### src/rtl/mem_arbiter.sv
// Two-master arbiter in front of a single-outstanding memory controller port.
// Round-robin or fixed-priority selection, with a watchdog that aborts stuck accesses.

module mem_arbiter_resp (
  input  logic        clk,
  input  logic        rst,
  input  logic        capture,
  input  logic        timeout,
  input  logic        is_write,
  input  logic [31:0] mem_rdata,
  output logic [31:0] rdata
);
  // Writes leave the last read value in place; an aborted access reads as all ones.
  always_ff @(posedge clk or negedge rst) begin
    if (!rst)                      rdata <= '0;
    else if (capture && timeout)   rdata <= 32'hFFFF_FFFF;
    else if (capture && !is_write) rdata <= mem_rdata;
  end
endmodule

module mem_arbiter #(
  parameter int PRIO_MODE      = 0,
  parameter int TIMEOUT_CYCLES = 1023
) (
  input  logic        clk,
  input  logic        rst,
  input  logic        m0_req,
  input  logic [31:0] m0_addr,
  input  logic [31:0] m0_wdata,
  input  logic        m0_we,
  output logic [31:0] m0_rdata,
  output logic        m0_ack,
  output logic        m0_err,
  input  logic        m1_req,
  input  logic [31:0] m1_addr,
  input  logic [31:0] m1_wdata,
  input  logic        m1_we,
  output logic [31:0] m1_rdata,
  output logic        m1_ack,
  output logic        m1_err,
  output logic [31:0] mem_addr,
  output logic [31:0] mem_wdata,
  output logic        mem_is_write,
  output logic        mem_start,
  input  logic [31:0] mem_rdata,
  input  logic        mem_busy,
  output logic        grant
);
  localparam int          NUM_M = 2;
  localparam logic [15:0] LIMIT = 16'(TIMEOUT_CYCLES);

  typedef enum logic [1:0] {IDLE, ISSUE, WAIT, DONE} state_t;

  state_t                 state, state_nxt;
  logic [NUM_M-1:0]       req, we, ack, err;
  logic [NUM_M-1:0][31:0] addr, wdata, rdata;
  logic                   sel, do_grant, last_grant, err_q, err_nxt, capture;
  logic [15:0]            cnt, cnt_inc;

  assign req     = {m1_req, m0_req};
  assign we      = {m1_we, m0_we};
  assign addr    = {m1_addr, m0_addr};
  assign wdata   = {m1_wdata, m0_wdata};
  assign cnt_inc = (cnt == 16'hFFFF) ? cnt : cnt + 16'd1;
  assign capture = (state == WAIT) && (state_nxt == DONE);

  always_ff @(posedge clk or negedge rst) begin
    if (!rst) state <= IDLE;
    else      state <= state_nxt;
  end

  always_comb begin
    state_nxt = state;
    sel       = grant;
    do_grant  = 1'b0;
    err_nxt   = err_q;
    case (state)
      IDLE: if (|req) begin
        do_grant  = 1'b1;
        state_nxt = ISSUE;
        if (&req) sel = (PRIO_MODE != 0) ? 1'b0 : ~last_grant;
        else      sel = req[1];
      end
      ISSUE: state_nxt = WAIT;
      // cnt==0 marks the guard cycle; completion beats a simultaneous timeout.
      WAIT: if (cnt != 16'd0 && !mem_busy) begin
        state_nxt = DONE;
        err_nxt   = 1'b0;
      end else if (cnt_inc >= LIMIT) begin
        state_nxt = DONE;
        err_nxt   = 1'b1;
      end
      DONE:    state_nxt = IDLE;
      default: state_nxt = IDLE;
    endcase
  end

  always_comb begin
    mem_start  = (state == ISSUE);
    ack        = '0;
    if (state == DONE) ack[grant] = 1'b1;
    err        = ack & {NUM_M{err_q}};
  end

  always_ff @(posedge clk or negedge rst) begin
    if (!rst) begin
      mem_addr     <= '0;
      mem_wdata    <= '0;
      mem_is_write <= 1'b0;
      grant        <= 1'b0;
      last_grant   <= 1'b1;
      cnt          <= '0;
      err_q        <= 1'b0;
    end else begin
      if (do_grant) begin
        mem_addr     <= addr[sel];
        mem_wdata    <= wdata[sel];
        mem_is_write <= we[sel];
        grant        <= sel;
      end
      if (state == ISSUE)     cnt <= '0;
      else if (state == WAIT) cnt <= cnt_inc;
      if (capture)            err_q <= err_nxt;
      if (state == DONE)      last_grant <= grant;
    end
  end

  for (genvar i = 0; i < NUM_M; i++) begin : g_resp
    mem_arbiter_resp u_resp (
      .clk       (clk),
      .rst       (rst),
      .capture   (capture && (grant == 1'(i))),
      .timeout   (err_nxt),
      .is_write  (mem_is_write),
      .mem_rdata (mem_rdata),
      .rdata     (rdata[i])
    );
  end

  assign m0_rdata = rdata[0];
  assign m1_rdata = rdata[1];
  assign m0_ack   = ack[0];
  assign m1_ack   = ack[1];
  assign m0_err   = err[0];
  assign m1_err   = err[1];
endmodule
### config.mk
export PLATFORM = sky130hd
export DESIGN_NAME = mem_arbiter
export DESIGN_NICKNAME = d
export VERILOG_FILES = /design/src/rtl/mem_arbiter.sv
export SDC_FILE = /design/constraint.sdc
export NUM_CORES = 1
export LEC_CHECK = 0
export CAP_MARGIN = 30
export CELL_PAD_IN_SITES_DETAIL_PLACEMENT = 2
export CELL_PAD_IN_SITES_GLOBAL_PLACEMENT = 2
export CORE_MARGIN = 5
export CORE_UTILIZATION = 28
export DETAILED_ROUTE_END_ITERATION = 12
export PLACE_DENSITY_LB_ADDON = 0.1
export SLEW_MARGIN = 5
export SYNTH_ARGS = -nofsm -noshare
export SYNTH_HDL_FRONTEND = slang
export SYNTH_SLANG_ARGS = --single-unit
### constraint.sdc
create_clock -name clk -period 4.3 [get_ports clk]
set_clock_uncertainty 0.2 [all_clocks]
set_input_delay 0.86 -clock clk [delete_from_list [all_inputs] [get_ports clk]]
set_output_delay 0.86 -clock clk [all_outputs]
set_load 0.03 [all_outputs]
==> results of run 1 <==
==> through the flow <==
step,power [W],setup WS [ps],utilization,instances,cell area (um^2)
floorplan,0.005323,1486,-,668,7431
global placement,0.007319,893.0,0.4078,1262,10660
detailed placement,0.007493,635.4,0.4078,1262,10660
CTS,0.009080,504.8,0.4317,1294,11280
global route,0.009456,242.2,0.4331,1296,11320
finish,0.008932,473.6,0.4331,1296,11320
==> metal layers <==
layer	track usage	vias up	part of all wire	routed length [um]
li1	-	2968	-	-
met1	0.2187	3196	0.40	11430
met2	0.3253	233	0.50	14200
met3	0.06943	17	0.084	2384
met4	0.03791	0	0.0094	267
met5	0	-	0	0
==> synthesized netlist by cell type, types with 4 or more instances <==
master     instances
dfrtp_1          149
o21ai_0           79
nand2_1           78
mux2i_1           66
nor2_1            56
a2bb2oi_2         33
a2bb2oi_1         31
clkbuf_1          23
a21oi_1           18
inv_1              9
buf_6              8
nand3_1            8
nand4_1            8
ha_1               7
a31o_2             5
buf_1              5
buf_2              5
buf_4              5
and2_1             4
and3_1             4
o211ai_1           4
==> sequential cells by signal, indices dropped and copies added (netlist names) <==
register and count:
state 2, mem_addr 32, cnt 16, last_grant 1, g_resp.u_resp.rdata 64, mem_wdata 32, grant 1, mem_is_write 1
err_q 1
==> power breakdown <==
part	switching [W]	internal, W
clock network	0.000738	0.000796
registers	0.000475	0.00207
logic	0.00285	0.00201
==> final timing paths <==
path	start	endpoint	slack (ps)	cells past startpoint
worst max register to register	cnt[0]$_DFFE_PN0P_	g_resp[0].u_resp.rdata[2]$_DFFE_PN0P_	470	9
worst max-delay path	cnt[0]$_DFFE_PN0P_	g_resp[0].u_resp.rdata[2]$_DFFE_PN0P_	470	9
min in group asynchronous	rst	cnt[3]$_DFFE_PN0P_	590	2
worst min register to register	mem_addr[20]$_DFFE_PN0P_	mem_addr[20]$_DFFE_PN0P_	290	2
worst min-delay path	mem_addr[20]$_DFFE_PN0P_	mem_addr[20]$_DFFE_PN0P_	290	2
max in group asynchronous	rst	mem_addr[12]$_DFFE_PN0P_	2360	4
==> layout make-up <==
cell class / instances / area [um^2]
fillers: 2719 / 14810
clock inverters: 15 / 198.9
clock buffers: 17 / 425.4
well taps: 335 / 419.2
repair buffers: 315 / 3179
flip-flops and latches: 150 / 3755
inverters: 9 / 33.78
multi-input cells: 455 / 3307
==> cells by family after synthesis <==
kind of cell             after synthesis
AO/OA/AOI/OAI                        198
AND/OR/NAND/NOR                      180
flip-flops                           150
multiplexers                          68
buffers and inverters                 63
adder cells (fa/ha/maj)                7
XOR/XNOR                               2
==> worst register-to-register path, stage by stage (launching register included) <==
cell,delay (ps)
dfrtp_1,440
ha_1,470
nand4_1,350
nor4_2,490
nand4_1,190
a221oi_2,550
o31ai_2,210
a21oi_4,180
buf_4,480
a2bb2oi_2,210
==> impl_metrics.yaml, run 1 <==
clocking:
  clock_latency_ps: 420
  cts.hold.buffers_added: 0
  clk_pin_slew_ps: 80
  ctsResizeCount: 0
  cts.sinks: 150
  cts.path.max_buffers: 2
  cts_setup_buffers: 0
  cts_buffers: 17
  cts_tree: "done"
  h-tree-depth: 4
  root_buffer: "clkbuf_16"
timing:
  hold_violations: 0
  period_share: 0.8899
  fin_setup_tns_ps: 0
  setup_viol: 0
  finalMaxSlewViolations: 0
  rsz0062_at_grt: "no"
  fmax_mhz: 261.3
  tightest_slew_ps: 600.0
  timing.hold.ws_ps: 286.5
  period_needed_ps: 3826
  relSlewSlack: 0.5963
global_routing:
  grt_overflow: 0
  grt_pass1_wl_um: 43860
  grt_pass1_vias: 7358
  track_usage: 0.1856
  antenna_found_initial: 0
  grt_max_degree: 132
synthesis:
  avgSynthCellArea_um2: 11.12
  synth_seq_area_share: 0.5053
  ys_ff_latch: 150
  yosys.area_share.simple: 0.1162
  yosysTopAreaCell: "dfrtp_1"
  synthCells: 668
  synth_top_family_by_area: "compound AO/OA/AOI/OAI gates"
  synthMuxAreaShare: 0.09244
  post_synth_main_area_contributors: "dfrtp_1, mux2i_1, a2bb2oi_2"
  synth_nets: 842
  yosysUniqueCellTypes: 65
  synthXorXnorAreaFrac: 0.002357
  synth_top_area_frac: 0.5018
  synth_ff_type: "dfrtp_1"
  async_flop_share: 1.000
  synth_edf_count: 0
  syn-cell-area_um2: 7431
  ys_warn_count: 0
  synthAdderAreaFrac: 0.01179
  synth_compound_area_frac: 0.2187
setup_path:
  cp_cell_sequence: "ha_1, nand4_1, nor4_2, nand4_1, a221oi_2, o31ai_2, a21oi_4, buf_4, a2bb2oi_2"
  path_delay_family: "compound AO/OA/AOI/OAI gates"
  crit_required_ps: 4440
  crit_path_start_kind: "flip-flop"
  end_kind: "flip-flop"
  critPathBufInv: 1
  cpMostUsedCell: "nand4_1"
  setup.worst_path.class: "flip-flop to flip-flop"
  max_stage_delay_ps: 550
  slowest_stage: "a221oi_2"
  cp.arrival_ps: 3970
  critPathMaxFanout: 32
routing:
  drc: 0
  vias: 6414
  final_antenna_net_count: 0
  routed_via_density: 4.949
  wirelength_um: 28280
  first_iter_violations: 292
  drt_pre_antenna_iters: 4
  wire_per_inst_um: 21.82
floorplan:
  die_h_um: 172.9
  die_w_um: 172.9
  rows: 59
  coreArea_um2: 26130
  num_io_pins: 302
  start_util: 0.2844
  die_area_um2: 29900
place:
  dp_hpwl_um: 21380
  place_congestion: 0.8540
  port_buffers: 301
layout:
  n_antenna_cell: 0
  final_layout_size_suffix_gt1_frac: 0.1093
  layout_common_cells: "clkdlybuf4s50_1, dfrtp_1, nand2_1, o21ai_0, mux2i_1"
  final_common_cell: "clkdlybuf4s50_1"
  nets: 1122
  syn_to_final_growth_pct: 52.32
pwr:
  powerDensity_nw_per_um2: 789.2
  irDropWorstVdd_mv: 0.2720
  leakagePower_nw: 4.999
min_path:
  holdCritPathClass: "flip-flop to flip-flop"
run:
  drv_cap: 0
status:
  status: "completed"
No activity file was read; power rests on OpenSTA's default activity.
==> run 2: changes to the inputs <==
Settings changed: ABC_CLOCK_PERIOD_IN_PS from default to 4300.
==> results of run 2 <==
Same layout as run 1: the final DEF is identical, and so are final timing and power.
